[src/rtl/clk_enables_param_if.sv]
// Bundle between the clock-enable generator and the blocks it drives:
// CPU-side controls in, phase strobes and speed status out.
interface clk_enables_param_if;
  logic       CPUContention;
  logic       cpu_hold;
  logic [2:0] cpu_speed;
  logic       clk28en;
  logic       clk14en;
  logic       clk7en;
  logic       clk7en_n;
  logic       clk35en;
  logic       clk35en_n;
  logic       clk175en;
  logic       clkcpu_enable;
  logic [2:0] speed_eff;
  logic       speed_chg;

  modport master (
    output CPUContention, cpu_hold, cpu_speed,
    input  clk28en, clk14en, clk7en, clk7en_n, clk35en, clk35en_n, clk175en,
    input  clkcpu_enable, speed_eff, speed_chg
  );

  modport slave (
    input  CPUContention, cpu_hold, cpu_speed,
    output clk28en, clk14en, clk7en, clk7en_n, clk35en, clk35en_n, clk175en,
    output clkcpu_enable, speed_eff, speed_chg
  );
endinterface

[src/rtl/clk_enables_param.sv]
// Spectrum clock-enable generator: one phase counter per 1.75 MHz period,
// decoded into T-state strobes, plus a boundary-synchronised CPU speed select.
module clk_enables_param #(
  parameter int MCLK_PER_T = 8,
  parameter bit TURBO_EN   = 1'b1,
  parameter int MAX_SPEED  = 4
) (
  input  logic               clk,
  input  logic               rst,
  clk_enables_param_if.slave bus
);

  localparam int CW = $clog2(2 * MCLK_PER_T);

  localparam logic [CW-1:0] LAST     = CW'(2 * MCLK_PER_T - 1);
  localparam logic [CW-1:0] MASK_35  = CW'(MCLK_PER_T - 1);
  localparam logic [CW-1:0] MASK_7   = CW'(MCLK_PER_T / 2 - 1);
  localparam logic [CW-1:0] MASK_14  = CW'(MCLK_PER_T / 4 - 1);
  localparam logic [CW-1:0] MASK_28  = CW'(MCLK_PER_T / 8 - 1);
  localparam logic [CW-1:0] PH_35N   = CW'(MCLK_PER_T - 1);
  localparam logic [CW-1:0] PH_7N    = CW'(MCLK_PER_T / 4);
  localparam logic [2:0]    MAX_CODE = 3'(MAX_SPEED);

  if (!(MCLK_PER_T == 8 || MCLK_PER_T == 16)) begin : g_bad_ratio
    $error("clk_enables_param: MCLK_PER_T must be 8 or 16");
  end

  if (MAX_SPEED < 0 || MAX_SPEED > 4) begin : g_bad_ceiling
    $error("clk_enables_param: MAX_SPEED must be in 0..4");
  end

  logic [CW-1:0] cnt;
  logic [2:0]    spd_ask;
  logic [2:0]    spd_req;
  logic [2:0]    speed_eff;
  logic          speed_chg;
  logic          cpu_sel;
  logic          boundary;

  assign boundary = (cnt == LAST);

  always_ff @(posedge clk or posedge rst) begin
    if (rst) begin
      cnt <= '0;
    end else if (boundary) begin
      cnt <= '0;
    end else begin
      cnt <= cnt + CW'(1);
    end
  end

  // With N = 8 the clk28en mask is zero, so that strobe is tied high.
  assign bus.clk175en  = (cnt == '0);
  assign bus.clk35en   = ((cnt & MASK_35) == '0);
  assign bus.clk35en_n = ((cnt & MASK_35) == PH_35N);
  assign bus.clk7en    = ((cnt & MASK_7) == '0);
  assign bus.clk7en_n  = ((cnt & MASK_7) == PH_7N);
  assign bus.clk14en   = ((cnt & MASK_14) == '0);
  assign bus.clk28en   = ((cnt & MASK_28) == '0);

  always_comb begin
    spd_ask = bus.cpu_speed[2] ? 3'd4 : bus.cpu_speed;
    spd_req = 3'd0;
    if (TURBO_EN) begin
      spd_req = (spd_ask > MAX_CODE) ? MAX_CODE : spd_ask;
    end
  end

  // Sampling the request only on the last phase means a new speed always
  // starts at cnt == 0, so no CPU clock is ever cut short by a switch.
  always_ff @(posedge clk or posedge rst) begin
    if (rst) begin
      speed_eff <= 3'd0;
      speed_chg <= 1'b0;
    end else if (boundary) begin
      speed_eff <= spd_req;
      speed_chg <= (spd_req != speed_eff);
    end else begin
      speed_chg <= 1'b0;
    end
  end

  always_comb begin
    cpu_sel = 1'b0;
    case (speed_eff)
      3'd0:    cpu_sel = bus.clk35en && !bus.CPUContention;
      3'd1:    cpu_sel = bus.clk7en;
      3'd2:    cpu_sel = bus.clk14en;
      3'd3:    cpu_sel = bus.clk28en;
      3'd4:    cpu_sel = 1'b1;
      default: cpu_sel = 1'b0;
    endcase
  end

  assign bus.clkcpu_enable = !bus.cpu_hold && cpu_sel;
  assign bus.speed_eff     = speed_eff;
  assign bus.speed_chg     = speed_chg;

endmodule

[src/flat_wrapper.sv]
// flat-port wrapper written by rule: the top's interface ports become plain ports
module clk_enables_param_flat 
#(
  parameter int MCLK_PER_T = 8,
  parameter bit TURBO_EN   = 1'b1,
  parameter int MAX_SPEED  = 4
)
  (clk, rst, bus_CPUContention, bus_cpu_hold, bus_cpu_speed, bus_clk28en, bus_clk14en, bus_clk7en, bus_clk7en_n, bus_clk35en, bus_clk35en_n, bus_clk175en, bus_clkcpu_enable, bus_speed_eff, bus_speed_chg);
  clk_enables_param_if bus_i ();
  input  logic clk;
  input  logic rst;
  input wire logic [$bits(bus_i.CPUContention)-1:0] bus_CPUContention;
  input wire logic [$bits(bus_i.cpu_hold)-1:0] bus_cpu_hold;
  input wire logic [$bits(bus_i.cpu_speed)-1:0] bus_cpu_speed;
  output wire logic [$bits(bus_i.clk28en)-1:0] bus_clk28en;
  output wire logic [$bits(bus_i.clk14en)-1:0] bus_clk14en;
  output wire logic [$bits(bus_i.clk7en)-1:0] bus_clk7en;
  output wire logic [$bits(bus_i.clk7en_n)-1:0] bus_clk7en_n;
  output wire logic [$bits(bus_i.clk35en)-1:0] bus_clk35en;
  output wire logic [$bits(bus_i.clk35en_n)-1:0] bus_clk35en_n;
  output wire logic [$bits(bus_i.clk175en)-1:0] bus_clk175en;
  output wire logic [$bits(bus_i.clkcpu_enable)-1:0] bus_clkcpu_enable;
  output wire logic [$bits(bus_i.speed_eff)-1:0] bus_speed_eff;
  output wire logic [$bits(bus_i.speed_chg)-1:0] bus_speed_chg;
  assign bus_i.CPUContention = bus_CPUContention;
  assign bus_i.cpu_hold = bus_cpu_hold;
  assign bus_i.cpu_speed = bus_cpu_speed;
  assign bus_clk28en = bus_i.clk28en;
  assign bus_clk14en = bus_i.clk14en;
  assign bus_clk7en = bus_i.clk7en;
  assign bus_clk7en_n = bus_i.clk7en_n;
  assign bus_clk35en = bus_i.clk35en;
  assign bus_clk35en_n = bus_i.clk35en_n;
  assign bus_clk175en = bus_i.clk175en;
  assign bus_clkcpu_enable = bus_i.clkcpu_enable;
  assign bus_speed_eff = bus_i.speed_eff;
  assign bus_speed_chg = bus_i.speed_chg;
  clk_enables_param #(.MCLK_PER_T(MCLK_PER_T), .TURBO_EN(TURBO_EN), .MAX_SPEED(MAX_SPEED)) u_core (.clk(clk), .rst(rst), .bus(bus_i));
endmodule
[config.mk]
export PLATFORM = sky130hd
export DESIGN_NAME = clk_enables_param_flat
export DESIGN_NICKNAME = d
export VERILOG_FILES = /design/src/rtl/clk_enables_param_if.sv /design/src/rtl/clk_enables_param.sv /design/src/flat_wrapper.sv
export SDC_FILE = /design/constraint.sdc
export NUM_CORES = 1
export LEC_CHECK = 0
export ABC_CLOCK_PERIOD_IN_PS = 1600
export BUFFER_PORTS_ARGS = -buffer_cell sky130_fd_sc_hd__buf_2
export CORE_AREA = 2 2 39 41
export DETAILED_ROUTE_END_ITERATION = 10
export DIE_AREA = 0 0 41 43
export HOLD_SLACK_MARGIN = 0.15
export SETUP_SLACK_MARGIN = 0.15
export SLEW_MARGIN = 20
export SYNTH_ARGS = -nofsm -noshare
export SYNTH_HDL_FRONTEND = slang
export SYNTH_SLANG_ARGS = --single-unit
[constraint.sdc]
create_clock -name clk -period 1.6 [get_ports clk]
set_input_delay 0.48 -clock clk [delete_from_list [all_inputs] [get_ports clk]]
set_output_delay 0.48 -clock clk [all_outputs]
set_load 0.02 [all_outputs]
==> flow_summary.yaml, run 1 <==
yosys:
  yosysUniqueCellTypes: 21
  yosysSeqAreaShare_pct: 45.2
  post_synth_instance_area_um2: 443
  synthesized_flop_and_latch_total: 8
  postSynthNetCount: 55
  ys_warn_count: 0
  post_synth.cell_area_avg_um2: 10.1
  synth_cells: 44
sta:
  timing.final.hold_violations: 0
  layout_min_cycle_time_ns: 1.97
  layout_worst_path_cycle_share_pct: 123
  final_critical_path_setup_slack_ns: -0.369
  max_freq_mhz: 508
  setup_viol_count_final: 7
  drv_slew: 0
  clock_skew_ns: 0.0103
  rsz0062_at_grt: "yes"
cts:
  cts.clk_slew.worst_paths_ns: 0.06
  clock_tree.root_cell: "sky130_fd_sc_hd__clkbuf_4"
  cts_buffer_depth: 2
  clkLatencyLatePin_ns: 0.27
  cts.htree.levels: 1
  cts_tree: "yes"
  cts-buffers-inserted: 3
  tritoncts_num_sinks: 8
power_and_ir_drop:
  switchingPower_mw: 0.112
  power.internal_mw: 0.322
  power_density_mw_per_mm2: 525
  share_comb_of_total_power_pct: 14.0
  vdd_drop_max_mv: 0.412
  power.static_leakage_nw: 0.407
  power_frac_seq_pct: 48.8
  swShare_pct: 25.8
  power.clock.fraction_pct: 37.2
run:
  max_cap_violations: 0
floorplanning:
  ioPinCount: 19
  fp.dieArea_mm2: 0.00176
  initial_utilization_pct: 32.0
  core.rowCount: 14
  floorplan.core_area_mm2: 0.00138
  die_h_um: 43
  die_width_um: 41
route:
  wl_per_cell_um: 11.4
  drc_errors: 0
  viasPerCell: 4.60
  drt_iter0_drc: 11
  drt_pre_antenna_iters: 4
  drt_wl_total_um: 1100
  route.antenna.remaining_nets: 0
  vias: 442
setup_path:
  worst-endpoint-required_ns: 1.12
  timing.critical_path.arrival_ns: 1.49
  worst-path-max-fanout: 3
  path_class: "reg -> out"
  timing.rr.end: "u_core.cnt[3]"
  worst_path_dominant_cell_family: "compound AO/OA/AOI/OAI gates"
  reg2regPathDepth: 6
  worst_setup_path_start_kind: "flop"
  crit_cells: 6
  r2r_start: "u_core.cnt[0]"
  cpMaxStageDelayCell: "sky130_fd_sc_hd__dfrtp_1"
  rrSetupSlack_ns: 0.14
  critical_path.max_stage_delay_ns: 0.41
  critPathCapture: "bus_clkcpu_enable"
  crit_path_buffers_inverters: 2
  crit_path_capture_type: "primary output"
  crit_chain: "inv_4 > ha_4 > a21oi_2 > a211o_1 > a21oi_4 > buf_6"
  crit_path_start: "u_core.cnt[0]"
grt:
  gr-usage-met3_pct: 7.85
  grt_antenna_before_repair: 0
  grt_util_all_layers_pct: 15.0
  met1_usage_pct: 18.2
  use_met2_pct: 19.7
  global_route.peak_usage_layer: "met2"
  global_route.overflow_total: 0
  largest_net_degree_at_the_start_of_global_routing: 9
  first_pass_grt_wire_length_um: 1660
  via_count_of_the_first_global_routing_pass: 389
cells_and_area:
  stdcell_area_um2: 827
  number_of_antenna_cells_inserted: 0
  layout.cells.most_common_list: "sky130_fd_sc_hd__buf_6 (13), sky130_fd_sc_hd__buf_4 (13), sky130_fd_sc_hd__buf_2 (8), sky130_fd_sc_hd__dfrtp_1 (8)"
  area.growth.synth_to_final_pct: 86.7
  finish.net_count: 93
  post_route_cells_drive_above_1_share_pct: 61.3
placed_design:
  gpl.final_weighted_congestion: 0.702
  port_buffers: 17
  detailedPlacementHpwl_um: 812
  placed_standard_cell_area_um2: 668
  preCtsSetupSlack_ns: -0.144
outcome:
  failing_checks: "negative setup slack"
  run_status: "finished, violations left"
hold_path:
  worst_hold_path_type: "in -> async"
==> cell type report <==
class,instances,area [µm²]
fillers,125,557
inverters,5,21.3
well taps,16,20.0
clock buffers,3,22.5
multi-input cells,30,279
flip-flops and latches,8,200
repair buffers,34,284
==> worst min-delay path by stage <==
stage                     cells past startpoint  from              endpoint  slack (ns)
after floorplan                               1   rst  u_core.bus.speed_chg        0.30
after global placement                        2   rst         u_core.cnt[3]        0.44
after detailed placement                      2   rst         u_core.cnt[3]        0.44
after CTS                                     2   rst         u_core.cnt[0]        0.16
after global routing                          2   rst         u_core.cnt[0]        0.17
final                                         2   rst         u_core.cnt[0]        0.14
==> power groups by stage <==
| stage | Sequential (mW) | Combinational (mW) | Clock, mW |
|---|---|---|---|
| 2_1_floorplan | 0.220 | 0.0232 | 0 |
| 3_3_place_gp | 0.214 | 0.0518 | 0 |
| 3_5_place_dp | 0.214 | 0.0524 | 0 |
| 4_1_cts | 0.211 | 0.0563 | 0.161 |
| 5_1_grt | 0.212 | 0.0663 | 0.181 |
| 6_report | 0.212 | 0.0607 | 0.162 |
==> what timing repair did <==
| action | in CTS | in global routing |
|---|---|---|
| endpoints found under the setup margin | 8 | 10 |
| buffers inserted | 3 | 3 |
| gates resized for setup | 22 | 6 |
| hold buffers | 0 | 0 |
| pin swaps | 0 | 1 |
==> worst reg2reg max path, delay by kind of cell (launching register included) <==
kind / cells / cell delay, ns
AOI/OAI and AO/OA: 1 / 0.39
DFF: 1 / 0.39
buffers and inverters: 5 / 0.54
==> routing by layer <==
metal / up-vias / share of wire [%]
met2: 13 / 47
met5: - / 0
met4: 0 / 3.5
met1: 202 / 42
li1: 222 / -
met3: 5 / 6.7
==> through the flow <==
stage	cells	hold WS (ns)	util, %	TNS, ns	power [mW]
after floorplan	44	0.296	-	-0.193	0.243
after global placement	87	0.442	48.3	-0.105	0.266
after detailed placement	87	0.441	48.3	-0.158	0.267
after CTS	93	0.161	56.5	-1.33	0.428
after global routing	96	0.173	59.8	-1.90	0.459
final	96	0.140	59.8	-1.51	0.434
==> flip-flops by register name (all words and copies together) (netlist names) <==
register and flops:
u_core.bus.speed_chg 1, u_core.bus.speed_eff 3, u_core.cnt 4
==> Yosys cell counts <==
cell | n | area (µm²)
sky130_fd_sc_hd__and2_1 | 1 | 6.26
sky130_fd_sc_hd__dfrtp_1 | 8 | 200
sky130_fd_sc_hd__nor2b_1 | 2 | 12.5
sky130_fd_sc_hd__nor3b_1 | 1 | 7.51
sky130_fd_sc_hd__buf_4 | 1 | 7.51
sky130_fd_sc_hd__inv_1 | 5 | 18.8
sky130_fd_sc_hd__o41ai_1 | 1 | 8.76
sky130_fd_sc_hd__nor2_1 | 1 | 3.75
sky130_fd_sc_hd__nand3_2 | 1 | 10.0
sky130_fd_sc_hd__nand2_1 | 2 | 7.51
sky130_fd_sc_hd__ha_1 | 4 | 50.1
sky130_fd_sc_hd__conb_1 | 1 | 3.75
sky130_fd_sc_hd__a21oi_1 | 3 | 15.0
sky130_fd_sc_hd__xor2_1 | 2 | 17.5
sky130_fd_sc_hd__a211o_1 | 1 | 8.76
sky130_fd_sc_hd__nor4_1 | 1 | 6.26
sky130_fd_sc_hd__mux2_2 | 1 | 11.3
sky130_fd_sc_hd__o21ai_0 | 4 | 20.0
sky130_fd_sc_hd__a31oi_1 | 1 | 6.26
sky130_fd_sc_hd__a311oi_1 | 1 | 8.76
sky130_fd_sc_hd__nand2b_1 | 2 | 12.5
==> cells by family after synthesis <==
| family | after synthesis | synth area share [%] |
|---|---|---|
| adders and majority gates | 4 | 11.3 |
| buffers and inverters | 6 | 5.93 |
| other | 1 | 0.847 |
| and+or+nand+nor | 11 | 15.0 |
| muxes | 1 | 2.54 |
| AOI/OAI and AO/OA | 11 | 15.3 |
| DFF | 8 | 45.2 |
| xor gates and xnor gates | 2 | 3.96 |
Power figures use the tool's default switching activity.
==> inputs of run 2 (changes only) <==
--- a/config.mk
+++ b/config.mk
@@ -5,7 +5,7 @@
 export SDC_FILE = /design/constraint.sdc
 export NUM_CORES = 1
 export LEC_CHECK = 0
-export ABC_CLOCK_PERIOD_IN_PS = 1600
+export ABC_CLOCK_PERIOD_IN_PS = 2160
 export BUFFER_PORTS_ARGS = -buffer_cell sky130_fd_sc_hd__buf_2
 export CORE_AREA = 2 2 39 41
 export DETAILED_ROUTE_END_ITERATION = 10
==> constraint.sdc (replaced) <==
create_clock -name clk -period 2.16 [get_ports clk]
set_input_delay 0.648 -clock clk [delete_from_list [all_inputs] [get_ports clk]]
set_output_delay 0.648 -clock clk [all_outputs]
set_load 0.02 [all_outputs]
==> run 2 against run 1 <==
The run now ends clean. Sequential power decreased by 25%. Final cell count decreased by 15%. Flip-flop and latch count unchanged. Hold slack improved by 0.19 ns. Critical path type unchanged.
==> flow_summary.yaml, run 2 (same netlist as run 1, synthesis figures left out) <==
outcome:
  run_status: "finished clean"
power_and_ir_drop:
  power_density_mw_per_mm2: 466
  share_comb_of_total_power_pct: 11.3
  swShare_pct: 23.8
  power.clock.fraction_pct: 36.6
  vdd_drop_max_mv: 0.237
  power_frac_seq_pct: 52.1
  power.internal_mw: 0.231
  power.static_leakage_nw: 0.330
  switchingPower_mw: 0.0720
grt:
  first_pass_grt_wire_length_um: 1500
  grt_util_all_layers_pct: 13.1
  via_count_of_the_first_global_routing_pass: 363
  global_route.overflow_total: 0
  largest_net_degree_at_the_start_of_global_routing: 9
  grt_antenna_before_repair: 0
sta:
  clock_skew_ns: 0.000771
  final_critical_path_setup_slack_ns: 0.0693
  setup_viol_count_final: 0
  layout_worst_path_cycle_share_pct: 96.8
  layout_min_cycle_time_ns: 2.09
  worst_hold_slack_ns: 0.334
  drv_slew: 0
  rsz0062_at_grt: "yes"
  timing.final.hold_violations: 0
  fin_setup_tns_ns: 0
  max_freq_mhz: 478
placed_design:
  gpl.final_weighted_congestion: 0.812
  placed_standard_cell_area_um2: 582
  port_buffers: 17
  preCtsSetupSlack_ns: 0.0935
  dp_cells: 77
  detailedPlacementHpwl_um: 675
route:
  drc_errors: 0
  vias: 375
  route.antenna.remaining_nets: 0
  drt_pre_antenna_iters: 2
  drt_iter0_drc: 7
  viasPerCell: 4.57
  wl_per_cell_um: 11.1
  drt_wl_total_um: 908
cts:
  clock_tree.root_cell: "sky130_fd_sc_hd__clkbuf_4"
  cts.htree.levels: 1
  cts_tree: "yes"
  tritoncts_num_sinks: 8
  cts_buffer_depth: 2
  clkLatencyLatePin_ns: 0.25
  cts_hold_repair.buffers: 0
  cts-buffers-inserted: 3
  cts.clk_slew.worst_paths_ns: 0.05
setup_path:
  rrSetupSlack_ns: 0.86
  worst-endpoint-required_ns: 1.51
  path_class: "reg -> out"
  r2r_start: "u_core.cnt[0]"
  worst_setup_path_start_kind: "flop"
  crit_path_capture_type: "primary output"
  timing.rr.end: "u_core.bus.speed_eff[2]"
  worst-path-max-fanout: 4
  timing.critical_path.arrival_ns: 1.44
  reg2regPathDepth: 4
cells_and_area:
  most_frequent_standard_cell_in_the_layout_excluding_fill_and_tap_cells: "sky130_fd_sc_hd__buf_2"
  layout.cells.most_common_list: "sky130_fd_sc_hd__buf_2 (15), sky130_fd_sc_hd__dfrtp_1 (8), sky130_fd_sc_hd__buf_4 (4)"
  post_route_cells_drive_above_1_share_pct: 51.5
  number_of_antenna_cells_inserted: 0
  finish.net_count: 79
  max_reg_flops: 4
  reg_top3: "u_core.cnt x4, u_core.bus.speed_eff x3, u_core.bus.speed_chg x1"
  final_cell_count_no_fill: 82
  area.growth.synth_to_final_pct: 46.6
  stdcell_area_um2: 649
  register_ranked_first_by_flip_flop_count: "u_core.cnt"
floorplanning:
  core.rowCount: 14
  ioPinCount: 19
  die_h_um: 43
  initial_utilization_pct: 32.0
  die_width_um: 41
  fp.dieArea_mm2: 0.00176
  floorplan.core_area_mm2: 0.00138
run:
  max_cap_violations: 0
hold_path:
  worst_hold_path_type: "in -> async"
==> run 2: metrics by stage <==
step / util, % / power, mW
2_1_floorplan: - / 0.180
3_3_place_gp: 42.0 / 0.193
3_5_place_dp: 42.0 / 0.193
4_1_cts: 45.8 / 0.309
5_1_grt: 46.9 / 0.321
6_report: 46.9 / 0.303
==> run 2: layout make-up <==
class | count | area [µm²]
Multi-Input combinational cell | 30 | 272
Inverter | 5 | 18.8
Tap cell | 16 | 20.0
Fill cell | 137 | 734
Timing Repair Buffer | 20 | 116
Sequential cell | 8 | 200
Clock buffer | 3 | 22.5
==> run 2: how the worst max path moves through the flow <==
stage	start	end	cells past startpoint
finish	u_core.cnt[0]	bus_clkcpu_enable	6
global placement	bus_CPUContention	bus_clkcpu_enable	5
floorplan	u_core.cnt[0]	bus_clkcpu_enable	5
CTS	u_core.cnt[0]	bus_clkcpu_enable	6
global route	u_core.cnt[0]	bus_clkcpu_enable	6
detailed placement	bus_CPUContention	bus_clkcpu_enable	5
==> run 2: power groups by stage <==
stage          logic (mW)  registers, mW  clock network [mW]
2_1_floorplan      0.0172          0.163                   0
3_3_place_gp       0.0324          0.160                   0
3_5_place_dp       0.0327          0.160                   0
4_1_cts            0.0346          0.157               0.117
5_1_grt            0.0379          0.158               0.125
6_report           0.0342          0.158               0.111
==> run 2: metal layers <==
layer	vias to the layer above	GRT usage, %	share of wire (%)
met5	-	0	0
met4	0	10.0	1.1
met3	2	3.14	4.3
met2	7	18.1	49
met1	170	16.7	45
li1	196	-	-
==> run 2: critical path, cell delays in order, from the launching register on <==
cell and delay (ns):
sky130_fd_sc_hd__dfrtp_1 0.38, sky130_fd_sc_hd__inv_2 0.08, sky130_fd_sc_hd__ha_4 0.15, sky130_fd_sc_hd__a21oi_2 0.05, sky130_fd_sc_hd__a211o_1 0.27, sky130_fd_sc_hd__a21oi_4 0.13, sky130_fd_sc_hd__buf_6 0.13
==> run 2: what timing repair did <==
item,in CTS,in global routing
resized for setup,6,3
pin swaps,1,0
setup buffers,2,0
endpoints found under the setup margin,3,3
